$ cat config.mk
export PLATFORM = sky130hd
export DESIGN_NAME = clock_time_counter
export DESIGN_NICKNAME = d
export VERILOG_FILES = /design/src/rtl/clock_time_counter_pkg.sv /design/src/rtl/clock_time_counter_bcd_mod_counter.sv /design/src/rtl/clock_time_counter.sv
export SDC_FILE = /design/constraint.sdc
export NUM_CORES = 1
export LEC_CHECK = 0
export ABC_CLOCK_PERIOD_IN_PS = 5260
export BUFFER_PORTS_ARGS = -buffer_cell sky130_fd_sc_hd__buf_2
export CORE_MARGIN = 10
export CORE_UTILIZATION = 55
export DETAILED_ROUTE_END_ITERATION = 7
export MAX_ROUTING_LAYER = met4
export PLACE_DENSITY = 0.73
export SYNTH_ARGS = -nofsm -noshare
export SYNTH_HDL_FRONTEND = slang
export SYNTH_SLANG_ARGS = --single-unit
$ cat constraint.sdc
create_clock -name clk_in -period 5.26 [get_ports clk_in]
set_clock_uncertainty 0.15 [all_clocks]
set_input_delay 1.315 -clock clk_in [delete_from_list [all_inputs] [get_ports clk_in]]
set_output_delay 1.315 -clock clk_in [all_outputs]
set_load 0.05 [all_outputs]
$ cat src/rtl/clock_time_counter_pkg.sv
// Shared field encodings, BCD limits and BCD helper functions for the
// time-of-day counter.
package clock_pkg;

  localparam logic [1:0] SEL_SEC  = 2'd0;
  localparam logic [1:0] SEL_MIN  = 2'd1;
  localparam logic [1:0] SEL_HOUR = 2'd2;
  localparam logic [1:0] SEL_RSVD = 2'd3;

  localparam logic [7:0] BCD_MAX_SEC_MIN = 8'h59;
  localparam logic [7:0] BCD_MAX_HOUR    = 8'h23;
  localparam logic [7:0] BCD_NOON        = 8'h12;

  function automatic logic bcd_valid(input logic [7:0] v);
    return (v[7:4] <= 4'd9) && (v[3:0] <= 4'd9);
  endfunction

  function automatic logic [7:0] bcd_inc(input logic [7:0] v);
    logic [7:0] r;
    if (v[3:0] == 4'd9) begin
      r = {v[7:4] + 4'd1, 4'd0};
    end else begin
      r = {v[7:4], v[3:0] + 4'd1};
    end
    return r;
  endfunction

  // Only used on hour values, so five bits cover 0..23.
  function automatic logic [4:0] bcd_to_bin(input logic [7:0] v);
    return 5'(v[7:4]) * 5'd10 + 5'(v[3:0]);
  endfunction

  function automatic logic [7:0] bin_to_bcd(input logic [4:0] b);
    logic [7:0] r;
    if (b >= 5'd20) begin
      r = {4'd2, 4'(b - 5'd20)};
    end else if (b >= 5'd10) begin
      r = {4'd1, 4'(b - 5'd10)};
    end else begin
      r = {4'd0, b[3:0]};
    end
    return r;
  endfunction

endpackage

$ cat src/rtl/clock_time_counter_bcd_mod_counter.sv
// Two-digit BCD counter wrapping at MAX; load wins over increment and
// suppresses the carry out.
module bcd_mod_counter
  import clock_pkg::*;
#(
  parameter logic [7:0] MAX = BCD_MAX_SEC_MIN
) (
  input  logic       clk,
  input  logic       rst_n,
  input  logic       inc,
  input  logic       load,
  input  logic [7:0] load_val,
  output logic [7:0] value,
  output logic       carry
);

  logic [7:0] value_r;
  logic [7:0] next_s;

  assign value = value_r;
  assign carry = inc & ~load & (value_r == MAX);

  // next-value selection: load, wrap, BCD increment or hold
  always_comb begin
    next_s = value_r;
    if (load) begin
      next_s = load_val;
    end else if (inc) begin
      if (value_r == MAX) begin
        next_s = 8'h00;
      end else begin
        next_s = bcd_inc(value_r);
      end
    end else begin
      next_s = value_r;
    end
  end

  // field state register
  always_ff @(posedge clk or negedge rst_n) begin
    if (!rst_n) begin
      value_r <= 8'h00;
    end else begin
      value_r <= next_s;
    end
  end

endmodule

$ cat src/rtl/clock_time_counter.sv
// Time-of-day counter: prescaler to a 1 Hz tick, BCD sec/min/hour chain,
// range-checked field loading and 12/24-hour display decode.
module clock_time_counter
  import clock_pkg::*;
#(
  parameter int unsigned TICK_DIV = 100_000_000
) (
  input  logic       clk_in,
  input  logic       reset_in,
  input  logic       run_in,
  input  logic       mode24_in,
  input  logic       set_en_in,
  input  logic [1:0] set_sel_in,
  input  logic [7:0] set_val_in,
  output logic [7:0] sec_out,
  output logic [7:0] min_out,
  output logic [7:0] hour_out,
  output logic       pm_out,
  output logic       tick_out,
  output logic       rollover_out,
  output logic       err_out
);

  localparam int unsigned PW = (TICK_DIV > 1) ? $clog2(TICK_DIV) : 1;
  localparam logic [PW-1:0] PRESC_LAST = PW'(TICK_DIV - 1);

  logic [PW-1:0] presc_r;
  logic          tick_s;
  logic          set_ok_s;
  logic          err_s;
  logic [7:0]    limit_s;
  logic          load_sec_s;
  logic          load_min_s;
  logic          load_hour_s;
  logic          sec_carry_s;
  logic          min_carry_s;
  logic          hour_carry_s;
  logic [7:0]    sec_r;
  logic [7:0]    min_r;
  logic [7:0]    hour_r;
  logic          tick_r;
  logic          rollover_r;
  logic          err_r;
  logic [7:0]    hour_disp_s;
  logic          pm_s;

  assign tick_s = run_in && (presc_r == PRESC_LAST);

  // set request validation and field-load decode
  always_comb begin
    limit_s     = BCD_MAX_SEC_MIN;
    load_sec_s  = 1'b0;
    load_min_s  = 1'b0;
    load_hour_s = 1'b0;
    if (set_sel_in == SEL_HOUR) begin
      limit_s = BCD_MAX_HOUR;
    end else begin
      limit_s = BCD_MAX_SEC_MIN;
    end
    set_ok_s = set_en_in && (set_sel_in != SEL_RSVD) &&
               bcd_valid(set_val_in) && (set_val_in <= limit_s);
    err_s    = set_en_in && !set_ok_s;
    case (set_sel_in)
      SEL_SEC:  load_sec_s  = set_ok_s;
      SEL_MIN:  load_min_s  = set_ok_s;
      SEL_HOUR: load_hour_s = set_ok_s;
      default: begin
        load_sec_s  = 1'b0;
        load_min_s  = 1'b0;
        load_hour_s = 1'b0;
      end
    endcase
  end

  // prescaler; loading seconds restarts the full tick interval
  always_ff @(posedge clk_in or negedge reset_in) begin
    if (!reset_in) begin
      presc_r <= '0;
    end else if (load_sec_s) begin
      presc_r <= '0;
    end else if (tick_s) begin
      presc_r <= '0;
    end else if (run_in) begin
      presc_r <= presc_r + PW'(1'b1);
    end else begin
      presc_r <= presc_r;
    end
  end

  bcd_mod_counter #(.MAX(BCD_MAX_SEC_MIN)) u_sec (
    .clk      (clk_in),
    .rst_n    (reset_in),
    .inc      (tick_s),
    .load     (load_sec_s),
    .load_val (set_val_in),
    .value    (sec_r),
    .carry    (sec_carry_s)
  );

  bcd_mod_counter #(.MAX(BCD_MAX_SEC_MIN)) u_min (
    .clk      (clk_in),
    .rst_n    (reset_in),
    .inc      (sec_carry_s),
    .load     (load_min_s),
    .load_val (set_val_in),
    .value    (min_r),
    .carry    (min_carry_s)
  );

  bcd_mod_counter #(.MAX(BCD_MAX_HOUR)) u_hour (
    .clk      (clk_in),
    .rst_n    (reset_in),
    .inc      (min_carry_s),
    .load     (load_hour_s),
    .load_val (set_val_in),
    .value    (hour_r),
    .carry    (hour_carry_s)
  );

  // status pulses aligned with the cycle the new time becomes visible
  always_ff @(posedge clk_in or negedge reset_in) begin
    if (!reset_in) begin
      tick_r     <= 1'b0;
      rollover_r <= 1'b0;
      err_r      <= 1'b0;
    end else begin
      tick_r     <= tick_s;
      rollover_r <= hour_carry_s;
      err_r      <= err_s;
    end
  end

  // 12-hour view of the 24-hour internal hour; state is never touched
  always_comb begin
    hour_disp_s = hour_r;
    pm_s        = 1'b0;
    if (mode24_in) begin
      hour_disp_s = hour_r;
      pm_s        = 1'b0;
    end else if (hour_r == 8'h00) begin
      hour_disp_s = BCD_NOON;
      pm_s        = 1'b0;
    end else if (hour_r < BCD_NOON) begin
      hour_disp_s = hour_r;
      pm_s        = 1'b0;
    end else if (hour_r == BCD_NOON) begin
      hour_disp_s = BCD_NOON;
      pm_s        = 1'b1;
    end else begin
      hour_disp_s = bin_to_bcd(bcd_to_bin(hour_r) - 5'd12);
      pm_s        = 1'b1;
    end
  end

  assign sec_out      = sec_r;
  assign min_out      = min_r;
  assign hour_out     = hour_disp_s;
  assign pm_out       = pm_s;
  assign tick_out     = tick_r;
  assign rollover_out = rollover_r;
  assign err_out      = err_r;

endmodule

# Word level (Yosys, flattened, before mapping)
# Cells that the tools add are included.
# totals
output_inout_bits,28
word_cells,95
ff_bits,54
# classes
multipliers,1
n_eq_ne,11
bitwise_logic,9
add_sub_neg,11
order_cmp,6
n_mux,28
n_reduce_logical,19
# ops
op,n
$mux 8,15
$mux 27,3
$add 27x1->27 const B,1
$eq 27x27->1 const B,1
$add 4x1->4 const B,6
$eq 8x7->1 const B,2
$eq 4x4->1 const B,3
$mux 6,2
$reduce_bool 3->1,4
$eq 8x5->1 const B,1
$eq 8x6->1 const B,1
$le 4x4->1 const B,2
$le 8x8->1,1
$logic_not 8->1,1
$lt 8x5->1 const B,1
$mux 7,1
$and 1x1->1,6
$logic_and 1x1->1,6
$mux 1,6
$reduce_and 2->1,3
$reduce_bool 2->1,3
$add 5x4->5,1
$ge 5x4->1 const B,1
$ge 5x5->1 const B,1
11 further kinds,13

# Longest topological paths before layout
# Gate-level depths: netlist of run 1.
# depth
ltp_word,12
ltp_mapped,12
mapped_depth_nobuf,11

# Modules after synthesis
# From an unflattened synthesis of run 1, not the netlist that was laid out.
# unflattened
hier_cells,474
area_unflattened_um2,4197.8
# by_module_without_submodules
mod,instances,area_each_um2,cells_per_inst,seq_area_each_um2
clock_time_counter,1,2481.1,288,750.7
bcd_mod_counter at u_min ...,2,575.6,63,200.2
bcd_mod_counter at u_hour,1,565.5,60,200.2

# Worst setup path before layout of run 1
# Ideal clock, no wire load.
# synth_timing
path_kind,register to output
startpoint,"register u_hour.value_r[2], in the netlist u_hour.value[2]"
endpoint,output hour_out[3]
required_ns,3.795
path_buffers,1
setup_slack_ns,0.200
path_stages_with_launch,13
t_arrival_ns,3.595
cell_sequence,dfrtp_1 > clkbuf_1 > inv_1 > ha_1 > inv_1 > ha_1 > fa_1 > inv_1 > ha_1 > a311oi_1 > nand2b_1 > o221ai_1 > o21ai_0
# synth_between
elab_chain_len,9
elab_cells_between_ends,15
classes_between,add/sub: 4; order compare: 3; eq/ne: 1; mux: 6; reduce/logical: 1
# synth_rtl
item,line_no,rtl
"start, declared",clock_time_counter_bcd_mod_counter.sv:17,logic [7:0] value_r;
"start signal, assigned",clock_time_counter_bcd_mod_counter.sv:44,value_r <= next_s;
$add 5x4->5,clock_time_counter_pkg.sv:30,return 5'(v[7:4]) * 5'd10 + 5'(v[3:0]);
$sub 5x4->5,clock_time_counter.sv:150,hour_disp_s = bin_to_bcd(bcd_to_bin(hour_r) - 5'd12);
$sub 4x4->4 or $ge 5x4->1 (tied branches),"clock_time_counter_pkg.sv:38, clock_time_counter_pkg.sv:37",
$mux 5,clock_time_counter_pkg.sv:37,end else if (b >= 5'd10) begin
$mux 6,clock_time_counter_pkg.sv:35,if (b >= 5'd20) begin
$mux 6,clock_time_counter.sv:146,end else if (hour_r == BCD_NOON) begin
$mux 8,clock_time_counter.sv:143,end else if (hour_r < BCD_NOON) begin
$mux 8 *,clock_time_counter.sv:140,end else if (hour_r == 8'h00) begin
$mux 8 *,clock_time_counter.sv:137,if (mode24_in) begin
"end, declared",clock_time_counter.sv:17,"output logic [7:0] hour_out,"
# Mark *: on every way between the ends. The rest lies on a longest branch, timed or not.

# Worst setup path in the final report of run 1
# layout_timing
startpoint,"register u_hour.value_r[4], in the netlist u_hour.value[4]"
endpoint,output hour_out[2]
# layout_between
elab_chain_len,10
elab_cells_between_ends,16
classes_between,add/sub: 4; mul: 1; order compare: 3; eq/ne: 1; mux: 6; reduce/logical: 1
# layout_rtl
item,line_no
$mul 4x3->4,clock_time_counter_pkg.sv:30
$add 5x4->5,clock_time_counter_pkg.sv:30
$sub 5x4->5,clock_time_counter.sv:150
$sub 4x4->4 or $ge 5x4->1 (tied branches),"clock_time_counter_pkg.sv:38, clock_time_counter_pkg.sv:37"
$mux 5,clock_time_counter_pkg.sv:37
$mux 6,clock_time_counter_pkg.sv:35
$mux 6,clock_time_counter.sv:146
$mux 8,clock_time_counter.sv:143
$mux 8 *,clock_time_counter.sv:140
$mux 8 *,clock_time_counter.sv:137
# Marked as above.

==> results of run 1 <==
-- cells by family (layout without fill, tap and decap cells) --
family	count (synthesis)	count (layout)	share of synthesized area, %
simple gates	191	191	26.7
compound gates	94	94	16.1
flops	54	54	36.7
buf+inv	38	77	4.11
xor+xnor	27	27	6.42
fa+ha+maj	25	25	8.69
mux	5	5	1.36
-- sequential cells by signal (all words and copies together) (netlist names) --
name	count
rollover_out	1
u_sec.value	8
err_out	1
presc_r	27
tick_out	1
u_min.value	8
u_hour.value	8
-- critical path, cell delays in order, from the launching register on --
cell and delay [ns]:
dfrtp_1 0.48, ha_1 0.33, ha_1 0.31, fa_1 0.58, inv_1 0.06, ha_1 0.19
a311oi_1 0.36, nand2b_1 0.21, o211ai_1 0.10, a32o_1 0.26, buf_2 0.21
-- layout make-up --
class / instances / area, µm² / area share [%]
Sequential cell: 54 / 1350 / 33.3
Clock buffer: 6 / 72.6 / 1.79
Tap cell: 77 / 96.3 / 2.37
Multi-Input combinational cell: 342 / 2180 / 53.7
Inverter: 24 / 90.1 / 2.22
Timing Repair Buffer: 45 / 233 / 5.73
Clock inverter: 2 / 37.5 / 0.924
-- routing by layer --
layer  share of wire, %  vias to the layer above  global-route usage [%]
li1                   -                     1621                       -
met1                 49                     1596                    25.4
met2                 45                       87                    27.9
met3                5.3                        7                    2.77
met4               0.75                        0                    4.23
met5                  0                        -                       -
-- stage by stage --
| stage | setup slack, ns | hold slack (ns) |
|---|---|---|
| 2_1_floorplan | 0.200 | 0.347 |
| 3_3_place_gp | 0.810 | 0.365 |
| 3_5_place_dp | 0.739 | 0.392 |
| 4_1_cts | 0.399 | 0.418 |
| 5_1_grt | 0.102 | 0.446 |
| 6_report | 0.396 | 0.414 |
-- synth_stat cells (all sizes together) (2+ instances only) --
cell / number
clkbuf: 13
a211oi: 2
o211ai: 3
nor3: 12
or3: 10
dfrtp: 54
a21oi: 23
xnor2: 15
or4: 6
nand2: 43
a31oi: 8
or4b: 2
o2111ai: 5
nand4: 2
or2: 2
mux2i: 5
o31a: 2
xor2: 12
nor2: 53
and3: 7
nand3b: 5
ha: 24
nand2b: 5
and4: 2
inv: 24
and2: 7
nor2b: 3
nand3: 20
nor4: 6
o21a: 3
o21ai: 29
a21boi: 2
a22oi: 3
nor4b: 2
-- final timing paths --
kind	from	to	slack (ns)	cells past startpoint
max in group asynchronous	reset_in	u_sec.value[3]	3.53	2
min	presc_r[7]	presc_r[7]	0.41	2
min reg2reg	presc_r[7]	presc_r[7]	0.41	2
max	u_hour.value[4]	hour_out[2]	0.40	10
max reg2reg	presc_r[9]	u_hour.value[4]	2.25	7
min in group asynchronous	reset_in	u_min.value[3]	0.98	2
-- power groups by stage --
stage | sequential, mW | combinational, mW | clock [mW]
2_1_floorplan | 0.704 | 0.590 | 0
3_3_place_gp | 0.614 | 0.869 | 0
3_5_place_dp | 0.622 | 0.891 | 0
4_1_cts | 0.614 | 0.898 | 0.287
5_1_grt | 0.634 | 0.984 | 0.297
6_report | 0.617 | 0.898 | 0.281
==> flow_metrics.env, run 1 <==
export IMPL_status="completed"
export IMPL_clock_latency_ns=0.31
export IMPL_worstSetupPathType="flip-flop to output port"
export IMPL_hold_violations=0
export IMPL_relSlewSlack_pct=43.9
export IMPL_place_area_um2=3950
export IMPL_cts_hold_fix_buffers=0
export IMPL_synth_nets=474
export IMPL_min_period_ns=4.86
export IMPL_power_leakage_nw=1.86
export IMPL_die_h_um=102
export IMPL_cts_buffers=5
export IMPL_seq_power_share_pct=34.3
export IMPL_cap_violations=0
export IMPL_crit_fanout=8
export IMPL_clkSlewWorstSetupHoldPaths_ns=0.10
export IMPL_setup_viol=0
export IMPL_drive_above_1_share_pct=13.1
export IMPL_grt_total_usage_pct=18.4
export IMPL_post_cts_buffers=0
export IMPL_finalPower_mw=1.80
export IMPL_synthArstFlopShare_pct=100
export IMPL_clock_fmax_ghz=0.206
export IMPL_pwr_share_comb_pct=50.0
export IMPL_coreArea_um2=6420
export IMPL_fill_cells=582
export IMPL_dpl_cell_count=542
export IMPL_ant_nets=0
export IMPL_synth_top_area_share_pct=36.7
export IMPL_finalSetupTns_ns=0
export IMPL_p_int_uw=931
export IMPL_drc=0
export IMPL_initial_core_util_pct=57.4
export IMPL_antenna_found_initial=0
export IMPL_cp_data_required_time_ns=3.80
export IMPL_area_delta_synth_final_pct=10.3
export IMPL_p_per_area_nw_per_um2=442
export IMPL_ys_seq_area_share_pct=36.7
export IMPL_drtIter0Drc=219
export IMPL_gp_congestion=0.897
export IMPL_clockBufferDepth=2
export IMPL_die_width_um=102
export IMPL_clockRootBuffer="clkbuf_8"
export IMPL_p_switching_uw=865
export IMPL_grt_max_degree=55
export IMPL_grt_pass1_wl_mm=15.3
export IMPL_synth_area_leaders="dfrtp_1 37%, ha_1 8.1%, nor2_1 5.4%"
export IMPL_cp_start_kind="flip-flop"
export IMPL_finalInstanceArea_um2=4060
export IMPL_finalNonFillerCells=550
export IMPL_routedWlPerCell_um=16.6
export IMPL_synthFlopType="dfrtp_1"
export IMPL_nets=512
export IMPL_final_common_cell="dfrtp_1"
export IMPL_cts_tree="built"
export IMPL_cts_htree_levels=2
export IMPL_p_sw_share_pct=48.1
export IMPL_clkPwrFrac_pct=15.7
export IMPL_fin_crit_sh_pct=92.5
export IMPL_cts_resized=0
export IMPL_vdd_drop_max_uv=203
export IMPL_ys_warnings_count=0
export IMPL_vias_per_cell=6.02
export IMPL_first_pass_iters=4
export IMPL_ios=43
export IMPL_synth_edf_count=0
export IMPL_routed_wl_mm=9.11
export IMPL_dieArea_um2=10400
export IMPL_synth_top_area_cell="dfrtp_1"
export IMPL_dp_hpwl_mm=6.74
export IMPL_ys_types=60
export IMPL_fp_row_count=29
export IMPL_diodes=0
export IMPL_layout_common_cells="54 x dfrtp_1, 53 x nor2_1, 42 x nand2_1, 42 x buf_2, 29 x o21ai_0"
export IMPL_grt_pass1_vias=3121
export IMPL_cp_arrival_ns=3.40
export IMPL_clock_sinks=54
export IMPL_finalMaxSlewViolations=0
export IMPL_rsz0062_at_grt="false"
export IMPL_port_buffer_count=42
export IMPL_num_vias=3311
export IMPL_worst_pin_slew_ns=0.834
export IMPL_min_path_type="flip-flop to flip-flop"
export IMPL_final_util_pct=63.3
export IMPL_syn_cell_area_um2=3690
export IMPL_cp_end_kind="output port"
export IMPL_overflow=0
export IMPL_ys_ff_latch=54
export IMPL_postSynthAreaPerCell_um2=8.49
export IMPL_syn_instance_count=434
No activity file was read; power rests on OpenSTA's default activity.
==> inputs of run 2 (changes only) <==
Settings changed: ABC_AREA from default to 1, CORE_ASPECT_RATIO from default to 1.75, PLACE_DENSITY 0.73 to 0.72.
==> flow_metrics.env, run 2 <==
export IMPL_grt_max_degree=41
export IMPL_synthFlopType="dfrtp_1"
export IMPL_cp_arrival_ns=3.35
export IMPL_ys_seq_area_share_pct=31.3
export IMPL_synthArstFlopShare_pct=100
export IMPL_min_path_type="flip-flop to flip-flop"
export IMPL_synth_nets=666
export IMPL_grt_pass1_vias=4308
export IMPL_antenna_found_initial=0
export IMPL_dieArea_um2=11900
export IMPL_syn_instance_count=626
export IMPL_clockBufferDepth=2
export IMPL_grt_total_usage_pct=21.6
export IMPL_r2r_end="presc_r[13]"
export IMPL_rsz0062_at_grt="false"
export IMPL_setup_slack_ns=0.449
export IMPL_ys_ff_latch=54
export IMPL_synth_edf_count=0
export IMPL_synth_top_cells_by_count="169 x nand2_1, 76 x inv_1, 65 x nor2_1"
export IMPL_post_cts_buffers=0
export IMPL_yosysMostFrequentCell="nand2_1"
export IMPL_layout_common_cells="169 x nand2_1, 76 x inv_1, 65 x nor2_1, 54 x dfrtp_1, 50 x nand3_1"
export IMPL_port_buffer_count=42
export IMPL_finalSetupTns_ns=0
export IMPL_cap_violations=0
export IMPL_final_util_pct=61.9
export IMPL_fill_cells=759
export IMPL_r2r_setup_slack_ns=2.70
export IMPL_clkSlewWorstSetupHoldPaths_ns=0.07
export IMPL_cts_htree_levels=2
export IMPL_fp_row_count=42
export IMPL_setup_viol=0
export IMPL_whs_ns=0.390
export IMPL_syn_cell_area_um2=4320
export IMPL_min_period_ns=4.81
export IMPL_drtIter0Drc=203
export IMPL_place_ws_ns=0.791
export IMPL_die_h_um=137
export IMPL_registers_top_by_ff_count="presc_r"
export IMPL_final_common_cell="nand2_1"
export IMPL_cp_start_kind="flip-flop"
export IMPL_crit_top_cell="nand2_1"
export IMPL_cts_tree="built"
export IMPL_clock_sinks=54
export IMPL_cp_data_required_time_ns=3.80
export IMPL_clockRootBuffer="clkbuf_16"
export IMPL_cp_slowest_cell="fa_1"
export IMPL_coreArea_um2=7620
export IMPL_fin_crit_sh_pct=91.5
export IMPL_place_area_um2=4580
export IMPL_p_per_area_nw_per_um2=329
export IMPL_postSynthAreaPerCell_um2=6.90
export IMPL_routedWlPerCell_um=16.0
export IMPL_crit_family="adder cells"
export IMPL_nets=704
export IMPL_worstPathCellList="ha_1 > ha_1 > fa_1 > inv_1 > ha_1 > nand2_1 > nor2_1 > nor3_1 > inv_1 > nand3_1 > nand2_1 > nand2_1 > nand2_1 > o22ai_1 > nand2_1 > buf_2"
export IMPL_grt_pass1_wl_mm=20.2
export IMPL_clock_latency_ns=0.30
export IMPL_ff2ff_path_depth=10
export IMPL_ys_warnings_count=0
export IMPL_power_leakage_nw=2.36
export IMPL_worstSetupPathType="flip-flop to output port"
export IMPL_min_from="presc_r[17]"
export IMPL_gp_congestion=0.936
export IMPL_cts_buffers=5
export IMPL_status="completed"
export IMPL_clock_fmax_ghz=0.208
export IMPL_path_buf_inv=3
export IMPL_cp_end_kind="output port"
export IMPL_vias_per_cell=5.56
export IMPL_area_delta_synth_final_pct=9.21
export IMPL_worstHoldEndpoint="presc_r[17]"
export IMPL_ant_nets=0
export IMPL_routed_wl_mm=12.0
export IMPL_worst_pin_slew_ns=0.523
export IMPL_dp_hpwl_mm=9.62
export IMPL_largest_reg_flops=27
export IMPL_diodes=0
export IMPL_hold_violations=0
export IMPL_holdPathStages=2
export IMPL_relSlewSlack_pct=65.1
export IMPL_synth_top_area_cell="dfrtp_1"
export IMPL_drc=0
export IMPL_first_pass_iters=4
export IMPL_slowest_delay_ns=0.59
export IMPL_finalInstanceArea_um2=4720
export IMPL_initial_core_util_pct=56.7
export IMPL_vdd_drop_max_uv=229
export IMPL_crit_fanout=8
export IMPL_overflow=0
export IMPL_num_vias=4179
export IMPL_cts_hold_fix_buffers=0
export IMPL_finalMaxSlewViolations=0
export IMPL_r2r_start="presc_r[0]"
export IMPL_drive_above_1_share_pct=12.0
export IMPL_synth_area_leaders="dfrtp_1 31%, nand2_1 15%, ha_1 7.0%"
export IMPL_synth_top_area_share_pct=31.3
export IMPL_die_width_um=87.0
export IMPL_ios=43
export IMPL_cts_resized=0
export IMPL_ys_types=43
[run 2: cell count changes in the layout (fill, tap and decap cells not counted), sizes merged, moves of 10 or more]
cell / delta
nand4: +14
nand2: +134
nor3: +14
inv: +57
o21ai: +25
nand3: +34
a21oi: -13
or3: -10
nor2: +15
[run 2: layout make-up]
| class | count | area (µm²) | area share (%) |
|---|---|---|---|
| repair buffers | 44 | 225 | 4.78 |
| inverters | 82 | 310 | 6.58 |
| clock inverters | 1 | 7.51 | 0.159 |
| flip-flops and latches | 54 | 1350 | 28.7 |
| clock buffers | 6 | 129 | 2.73 |
| well taps | 88 | 110 | 2.33 |
| multi-input cells | 477 | 2580 | 54.8 |
[run 2: logic make-up after synthesis]
family	after synthesis	share of synthesized area [%]
XOR/XNOR	25	5.07
buffers and inverters	95	8.90
AND/OR/NAND/NOR	348	36.4
AO/OA/AOI/OAI	79	10.9
flip-flops	54	31.3
adder cells (fa/ha/maj)	25	7.42
[run 2: metal layers]
metal / global-route usage (%) / vias to the layer above / routed length, µm
li1: - / 2120 / -
met2: 41.6 / 85 / 7050
met1: 20.2 / 1941 / 4240
met4: 10.5 / 0 / 397
met5: - / - / 0
met3: 2.42 / 33 / 336
[run 2: per-stage QoR]
step,total power [mW],instances
after floorplan,1.07,626
after global placement,1.22,745
after global routing,1.67,752
after CTS,1.57,752
after detailed placement,1.24,745
final,1.55,752
[run 2: power breakdown]
group,internal [mW],switching [mW]
clock,0.174,0.149
combinational,0.203,0.427
sequential,0.493,0.108
total,0.869,0.684
[run 2: worst max path at each step]
stage,start,endpoint,slack [ns],cells after the start
global placement,u_hour.value[4],hour_out[3],0.84,16
finish,u_hour.value[4],hour_out[1],0.45,16
floorplan,mode24_in,hour_out[5],0.23,4
global route,u_hour.value[5],hour_out[1],0.20,18
CTS,u_hour.value[4],hour_out[3],0.45,16
detailed placement,u_hour.value[4],hour_out[3],0.79,16
[run 2: worst register-to-register path: stages (launching register included)]
cell	delay [ns]
dfrtp_1	0.41
ha_1	0.24
inv_1	0.17
nor2_1	0.13
nand2_1	0.24
nor3_1	0.10
nand2_1	0.26
clkinv_1	0.40
nor2_1	0.20
nand3_1	0.09
o21ai_0	0.09
